**config.mk**
```make
export PLATFORM = sky130hd
export DESIGN_NAME = flexi_core4
export DESIGN_NICKNAME = d
export VERILOG_FILES = /design/src/rtl/flexi_core4_pkg.sv /design/src/rtl/flexi_core4_alu.sv /design/src/rtl/flexi_core4.sv
export SDC_FILE = /design/constraint.sdc
export NUM_CORES = 1
export LEC_CHECK = 0
export ABC_CLOCK_PERIOD_IN_PS = 4300
export CAP_MARGIN = 10
export CORE_ASPECT_RATIO = 1.4
export CORE_MARGIN = 2
export CORE_UTILIZATION = 33
export CTS_CLUSTER_DIAMETER = 150
export DETAILED_ROUTE_END_ITERATION = 8
export REMOVE_ABC_BUFFERS = 1
export SETUP_SLACK_MARGIN = 0.4
export SLEW_MARGIN = 20
export SYNTH_ARGS = -nofsm -noshare
export SYNTH_HDL_FRONTEND = slang
export SYNTH_SLANG_ARGS = --single-unit
```
**constraint.sdc**
```tcl
create_clock -name CLK -period 4.3 [get_ports CLK]
set_input_delay 1.29 -clock CLK [delete_from_list [all_inputs] [get_ports CLK]]
set_output_delay 1.29 -clock CLK [all_outputs]
set_load 0.02 [all_outputs]
```
**src/rtl/flexi_core4_pkg.sv**
```systemverilog
// flexi_core4_pkg
// Shared widths, opcode encoding and skip-condition codes for the
// flexi_core4 4-bit accumulator core and its ALU.
package flexi_core4_pkg;

    localparam int DATA_LEN  = 4;   // datapath and port width
    localparam int PC_LEN    = 7;   // program counter width (128-entry ROM)
    localparam int INSTR_LEN = 8;   // instruction width
    localparam int NREGS     = 8;   // general registers R0..R7

    // Bit 7 set marks an unconditional BRANCH; bits 6:0 are the target.
    localparam int BRANCH_BIT = 7;

    // Opcode field instr[6:4] when the BRANCH bit is clear.
    typedef enum logic [2:0] {
        OP_LDI    = 3'd0,
        OP_ADDI   = 3'd1,
        OP_ADDSUB = 3'd2,   // x[3]=0 ADD r, x[3]=1 SUB r
        OP_LOGIC  = 3'd3,   // x[3]=0 NAND r, x[3]=1 XOR r
        OP_LDST   = 3'd4,   // x[3]=0 LD r, x[3]=1 ST r
        OP_IO     = 3'd5,   // x[3]=0 IN, x[3]=1 OUT
        OP_SKIP   = 3'd6,
        OP_OUTI   = 3'd7
    } opcode_e;

    // Skip-condition select x[1:0]; x[2] inverts the selected condition.
    localparam logic [1:0] SKIP_Z      = 2'd0;
    localparam logic [1:0] SKIP_N      = 2'd1;
    localparam logic [1:0] SKIP_C      = 2'd2;
    localparam logic [1:0] SKIP_ALWAYS = 2'd3;

endpackage

```
**src/rtl/flexi_core4_alu.sv**
```systemverilog
// flexi_core4_alu
// Purely combinational ALU for the accumulator core.
// Ports:
//   acc       - current accumulator
//   operand   - immediate, register value or input port (selected by top)
//   opcode    - decoded opcode
//   sub_sel   - instruction bit x[3] (picks SUB/XOR over ADD/NAND)
//   carry_in  - current carry flag, passed through when C is untouched
//   result    - next accumulator value for ops that write ACC
//   carry_out - next carry flag (equals carry_in unless ADDI/ADD/SUB)
module flexi_core4_alu
    import flexi_core4_pkg::*;
(
    input  logic [DATA_LEN-1:0] acc,
    input  logic [DATA_LEN-1:0] operand,
    input  opcode_e             opcode,
    input  logic                sub_sel,
    input  logic                carry_in,
    output logic [DATA_LEN-1:0] result,
    output logic                carry_out
);

    logic [DATA_LEN:0] sum_s;
    logic [DATA_LEN:0] diff_s;

    // Compute the opcode result; the extra MSB of the subtraction is the borrow.
    always_comb begin
        sum_s     = {1'b0, acc} + {1'b0, operand};
        diff_s    = {1'b0, acc} - {1'b0, operand};
        result    = acc;
        carry_out = carry_in;
        case (opcode)
            OP_LDI: begin
                result = operand;
            end
            OP_ADDI: begin
                result    = sum_s[DATA_LEN-1:0];
                carry_out = sum_s[DATA_LEN];
            end
            OP_ADDSUB: begin
                if (sub_sel) begin
                    result    = diff_s[DATA_LEN-1:0];
                    carry_out = ~diff_s[DATA_LEN];   // C = no-borrow
                end else begin
                    result    = sum_s[DATA_LEN-1:0];
                    carry_out = sum_s[DATA_LEN];
                end
            end
            OP_LOGIC: begin
                if (sub_sel) begin
                    result = acc ^ operand;
                end else begin
                    result = ~(acc & operand);
                end
            end
            OP_LDST, OP_IO: begin
                result = operand;
            end
            default: begin
                result    = acc;
                carry_out = carry_in;
            end
        endcase
    end

endmodule

```
**src/rtl/flexi_core4.sv**
```systemverilog
// flexi_core4
// 4-bit accumulator micro-processor: 7-bit PC, 8-bit instructions from an
// external ROM, eight 4-bit registers, one input port and a registered
// output port. One instruction executes per rising edge of CLK.
// Ports:
//   CLK   - clock, all state updates on the rising edge
//   RST   - synchronous active-high reset (overrides any instruction)
//   INSTR - instruction at ROM[PC], presented combinationally from PC
//   IPORT - input port, sampled on the edge executing IN
//   PC    - registered program counter
//   OPORT - registered output port
module flexi_core4
    import flexi_core4_pkg::*;
(
    input  logic                 CLK,
    input  logic                 RST,
    input  logic [INSTR_LEN-1:0] INSTR,
    input  logic [DATA_LEN-1:0]  IPORT,
    output logic [PC_LEN-1:0]    PC,
    output logic [DATA_LEN-1:0]  OPORT
);

    logic [PC_LEN-1:0]   pc_r;
    logic [DATA_LEN-1:0] acc_r;
    logic                c_r;
    logic [DATA_LEN-1:0] regs_r [NREGS];
    logic [DATA_LEN-1:0] oport_r;

    logic                is_branch_s;
    opcode_e             opcode_s;
    logic [3:0]          x_s;
    logic [2:0]          reg_idx_s;
    logic [DATA_LEN-1:0] operand_s;
    logic [DATA_LEN-1:0] alu_result_s;
    logic                alu_carry_s;
    logic                skip_cond_s;
    logic [PC_LEN-1:0]   pc_next_s;
    logic                acc_we_s;
    logic                c_we_s;
    logic                reg_we_s;
    logic                oport_we_s;
    logic [DATA_LEN-1:0] oport_next_s;

    assign PC    = pc_r;
    assign OPORT = oport_r;

    // Split the instruction word into its fields.
    always_comb begin
        is_branch_s = INSTR[BRANCH_BIT];
        opcode_s    = opcode_e'(INSTR[6:4]);
        x_s         = INSTR[3:0];
        reg_idx_s   = INSTR[2:0];
    end

    // ALU operand: immediate for LDI/ADDI, the input port for IN, else R[r].
    always_comb begin
        case (opcode_s)
            OP_LDI, OP_ADDI: operand_s = x_s;
            OP_IO:           operand_s = IPORT;
            default:         operand_s = regs_r[reg_idx_s];
        endcase
    end

    flexi_core4_alu u_alu (
        .acc       (acc_r),
        .operand   (operand_s),
        .opcode    (opcode_s),
        .sub_sel   (x_s[3]),
        .carry_in  (c_r),
        .result    (alu_result_s),
        .carry_out (alu_carry_s)
    );

    // Evaluate the SKIP condition on the current flags; x[2] inverts it.
    always_comb begin
        case (x_s[1:0])
            SKIP_Z:      skip_cond_s = (acc_r == 4'd0);
            SKIP_N:      skip_cond_s = acc_r[DATA_LEN-1];
            SKIP_C:      skip_cond_s = c_r;
            SKIP_ALWAYS: skip_cond_s = 1'b1;
            default:     skip_cond_s = 1'b0;
        endcase
        skip_cond_s = skip_cond_s ^ x_s[2];
    end

    // Next-PC selection and per-instruction write enables.
    always_comb begin
        pc_next_s    = pc_r + 7'd1;
        acc_we_s     = 1'b0;
        c_we_s       = 1'b0;
        reg_we_s     = 1'b0;
        oport_we_s   = 1'b0;
        oport_next_s = acc_r;
        if (is_branch_s) begin
            pc_next_s = INSTR[PC_LEN-1:0];
        end else begin
            case (opcode_s)
                OP_LDI: begin
                    acc_we_s = 1'b1;
                end
                OP_ADDI, OP_ADDSUB: begin
                    acc_we_s = 1'b1;
                    c_we_s   = 1'b1;
                end
                OP_LOGIC: begin
                    acc_we_s = 1'b1;
                end
                OP_LDST: begin
                    acc_we_s = ~x_s[3];
                    reg_we_s = x_s[3];
                end
                OP_IO: begin
                    acc_we_s   = ~x_s[3];
                    oport_we_s = x_s[3];
                end
                OP_SKIP: begin
                    if (skip_cond_s) begin
                        pc_next_s = pc_r + 7'd2;
                    end else begin
                        pc_next_s = pc_r + 7'd1;
                    end
                end
                OP_OUTI: begin
                    oport_we_s   = 1'b1;
                    oport_next_s = x_s;
                end
                default: begin
                    pc_next_s = pc_r + 7'd1;
                end
            endcase
        end
    end

    // Architectural state update; reset takes priority over execution.
    always_ff @(posedge CLK) begin
        if (RST) begin
            pc_r    <= 7'd0;
            acc_r   <= 4'd0;
            c_r     <= 1'b0;
            oport_r <= 4'd0;
            for (int i = 0; i < NREGS; i++) begin
                regs_r[i] <= 4'd0;
            end
        end else begin
            pc_r <= pc_next_s;
            if (acc_we_s) begin
                acc_r <= alu_result_s;
            end
            if (c_we_s) begin
                c_r <= alu_carry_s;
            end
            if (reg_we_s) begin
                regs_r[reg_idx_s] <= acc_r;
            end
            if (oport_we_s) begin
                oport_r <= oport_next_s;
            end
        end
    end

endmodule

```
==> impl_results.md <==
* GRT Overall Usage at roughly 17%
* Clock Sinks at between 40 and 50
* Critical path type: input port to register
* VDD IR max at 0.000203 V
* Pwr dens at about 320 nW/um2
* Worst Hold Depth at 2
* Post-layout minimum cycle time at approximately 3800 ps
* Distinct cells, synth at between 50 and 60
* Max Root-Sink Buffers at 2
* Max_slew headroom at between 60% and 70%
* Worst r2r src: regs_r[5][2]$_SDFFCE_PN0P_
* Netlist Area Pre-Place at slightly above 3000 um2
* Clock Latency Late Sink at ~290 ps
* Critical Path AT at approximately 4000 ps
* Fin area at 3840 um2
* Fmax at ~0.27 GHz
* Worst R2R End: acc_r[3]$_SDFFE_PP0P_
* ANT nets after route at 0
* Fin crit share at 87.8%
* Wirelength, routed at around 8500 um
* MaxCap Viol Count at 0
* Setup TNS at 0 ps
* Hold Crit Class: register to register
* Yosys top cell by area: edfxtp_1
* H-tree levels at 2
* CP Capture Type: register
* Syn avg cell area at a little under 10 um2
* Largest cells by area after synthesis: edfxtp_1 31%, dfxtp_1 10%, nor3_1 5.2%, ha_1 4.1%, nor2_1 3.7%
* Main synth FF type: edfxtp_1
* Cts hold-fix bufs at 0
* Slew Viols, Final at 0
* Unrepaired setup endpoints after global routing: yes
* Final hold slack at around 460 ps
* Slew @ Worst Pin at around 580 ps
* Syn Inst Count at ~310
* Post-route DRC at 0
* CTS tree: built
* Row count at a little over 40
* Fillers at between 800 and 900
* Footprint of the multi-input gates at between 1500 and 2000 um2
* Final antenna diode count at 0
* Initial DRC Count at between 100 and 150
* Area growth syn-to-layout at 25.9%
* Placed Area at 3620 um2
* Flop2flop setup slack at about 1400 ps
* Pin count of the biggest net entering global routing at 29
* Root Driver: clkbuf_16
* Vias per cell at roughly 5.5
* Routed len/inst at roughly 18 um
* Outcome: finished, final reports clean
* HP Start: OPORT[0]$_SDFFE_PP0P_
* Floorplan Core Area at about 9000 um2
* CP required at approximately 4500 ps
* Top-area cell type share of the netlist area at 31.5%
* Register-to-Register Path Depth at 11
* Synth warnings at 0
* Seq. cell area at 1280 um2
* Max FO, Critical Path at 2
* Global-route wire length before repair at roughly 14000 um
* Initial antenna violation count at 0
* EDFF count, synth at 32
* Dpl hpwl at about 6300 um
* Gpl congestion at 0.814
* Total CTS buffers at 5
* FF+latch count, synth at 48
* Critical Path Start Type: input port
* Worst-path clk slew at 70 ps
* DR vias at 2618
* Worst hold path endpoint: OPORT[0]$_SDFFE_PP0P_
* Fin. Hold Viols at 0
* Seq/Total Area, Yosys at a little over two fifths
* Initial core utilization at between 30% and 40%
* Gr ovfl total at 0
* Layout net count at between 300 and 400
* I/O pins at 25
* Worst Skew at 5.24 ps
* Number of global-route vias before repair at about 2700
* TritonRoute pass-1 iters at 5
* Ys async rst share at 0%
* Layout cells sized above 1 at 24.0%
* Port bufs at 24
* P_leak at around 1.4 nW
* Die Wd at approximately 85 um
* Die height at approximately 120 um
* Setup-failing EPs final at 0
* Die area at approximately 10000 um2
-- metrics by stage --
| step | total power, W | worst slack (ps) | util [%] | instances |
|---|---|---|---|---|
| after CTS | 0.00122 | 406 | 42.3 | 472 |
| after global routing | 0.00128 | 389 | 42.5 | 473 |
| final | 0.00122 | 526 | 42.5 | 473 |
| after global placement | 0.000819 | -164 | 40.1 | 463 |
| after floorplan | 0.000686 | 553 | - | 293 |
| after detailed placement | 0.000824 | -205 | 40.1 | 463 |
-- synthesized netlist by cell type (2+ instances only) --
cell      number
o211ai_1       3
buf_6          2
xor2_1         2
a2111o_1       2
nand2_1       16
mux2i_1        4
buf_1          3
o21bai_1       2
nor2_1        30
and2_1         8
xnor2_1        5
mux4_1         4
buf_2          4
clkinv_1       4
a221oi_1       2
o22ai_1        3
dfxtp_1       16
fa_1           2
a211oi_1       7
o221ai_1       3
a21oi_1       13
o21ai_0       15
o21a_1         2
mux4_2         3
or2_2          9
nand4_1        5
ha_1          10
mux2_2         4
clkbuf_1      11
nand2b_1       3
nand3_1        7
a311oi_1       2
nor3b_1        4
inv_1         13
nor2b_1        6
a21o_1         2
edfxtp_1      32
nor3_1        32
-- sequential cells by signal, indices dropped and copies added (netlist names) --
signal and cells:
regs_r 32, PC 7, OPORT 4, acc_r 4
c_r 1
-- layer usage --
layer,part of all wire (%),vias to the layer above,GRT usage (%)
li1,-,1264,-
met1,38,1257,18.1
met2,56,81,32.0
met3,3.4,16,2.38
met4,3.3,0,9.03
met5,0,-,0
-- repair_timing --
| item | 4_1_cts | 5_1_grt |
|---|---|---|
| resized for setup | 13 | 17 |
| pin swaps | 4 | 8 |
| setup endpoints to repair | 4 | 4 |
| endpoints found under the hold margin | 0 | 0 |
| setup buffers | 1 | 1 |
-- power breakdown --
part,switching (W),internal (W)
Combinational,0.000155,0.000141
Sequential,0.0000235,0.000511
Clock,0.000174,0.000217
-- cells by family after synthesis --
kind of cell | Yosys count | share of synthesized area, %
mux | 16 | 8.94
xor+xnor | 7 | 2.01
fa+ha+maj | 12 | 5.41
compound gates | 67 | 15.6
simple gates | 126 | 20.9
flops | 48 | 42.0
buf+inv | 37 | 5.21
-- layout by cell type, fill, tap and decap left out, drive strengths merged, types with 4 or more instances in the layout --
cell / n
clkinv: 5
nor3: 32
xnor2: 5
nor3b: 4
nor2b: 6
clkbuf: 8
edfxtp: 32
nand3: 7
clkdlybuf4s50: 20
nor2: 30
mux2: 5
buf: 41
dfxtp: 16
a21oi: 13
and2: 8
inv: 13
o21ai: 15
mux2i: 4
mux4: 7
a211oi: 7
ha: 10
nand4: 5
or2: 10
nand2: 16
-- worst max-delay path, cell delays in order --
cell and delay, ps:
clkdlybuf4s50_1 480, clkinv_1 100, a21oi_2 210, buf_4 150
nor3_2 50, nor2_2 140, inv_1 100, buf_4 150
fa_1 510, inv_2 40, mux4_2 450, a21o_1 160
nand2_1 70, o2bb2ai_2 100
-- worst max path at each step --
stage	start	end	slack [ps]	cells past startpoint
finish	INSTR[4]	acc_r[1]$_SDFFE_PP0P_	530	14
global route	INSTR[4]	acc_r[1]$_SDFFE_PP0P_	390	14
CTS	INSTR[2]	acc_r[1]$_SDFFE_PP0P_	410	13
detailed placement	INSTR[0]	acc_r[3]$_SDFFE_PP0P_	-210	13
global placement	INSTR[0]	acc_r[1]$_SDFFE_PP0P_	-160	13
floorplan	INSTR[0]	acc_r[1]$_SDFFE_PP0P_	550	11
-- final cells by class --
| type | count | area share [%] |
|---|---|---|
| Multi-Input combinational cell | 228 | 43.4 |
| Sequential cell | 48 | 33.4 |
| Timing Repair Buffer | 65 | 14.3 |
| Tap cell | 107 | 3.49 |
| Clock buffer | 6 | 3.36 |
| Inverter | 17 | 1.66 |
| Clock inverter | 2 | 0.423 |
(Power assumes the default switching activity.)
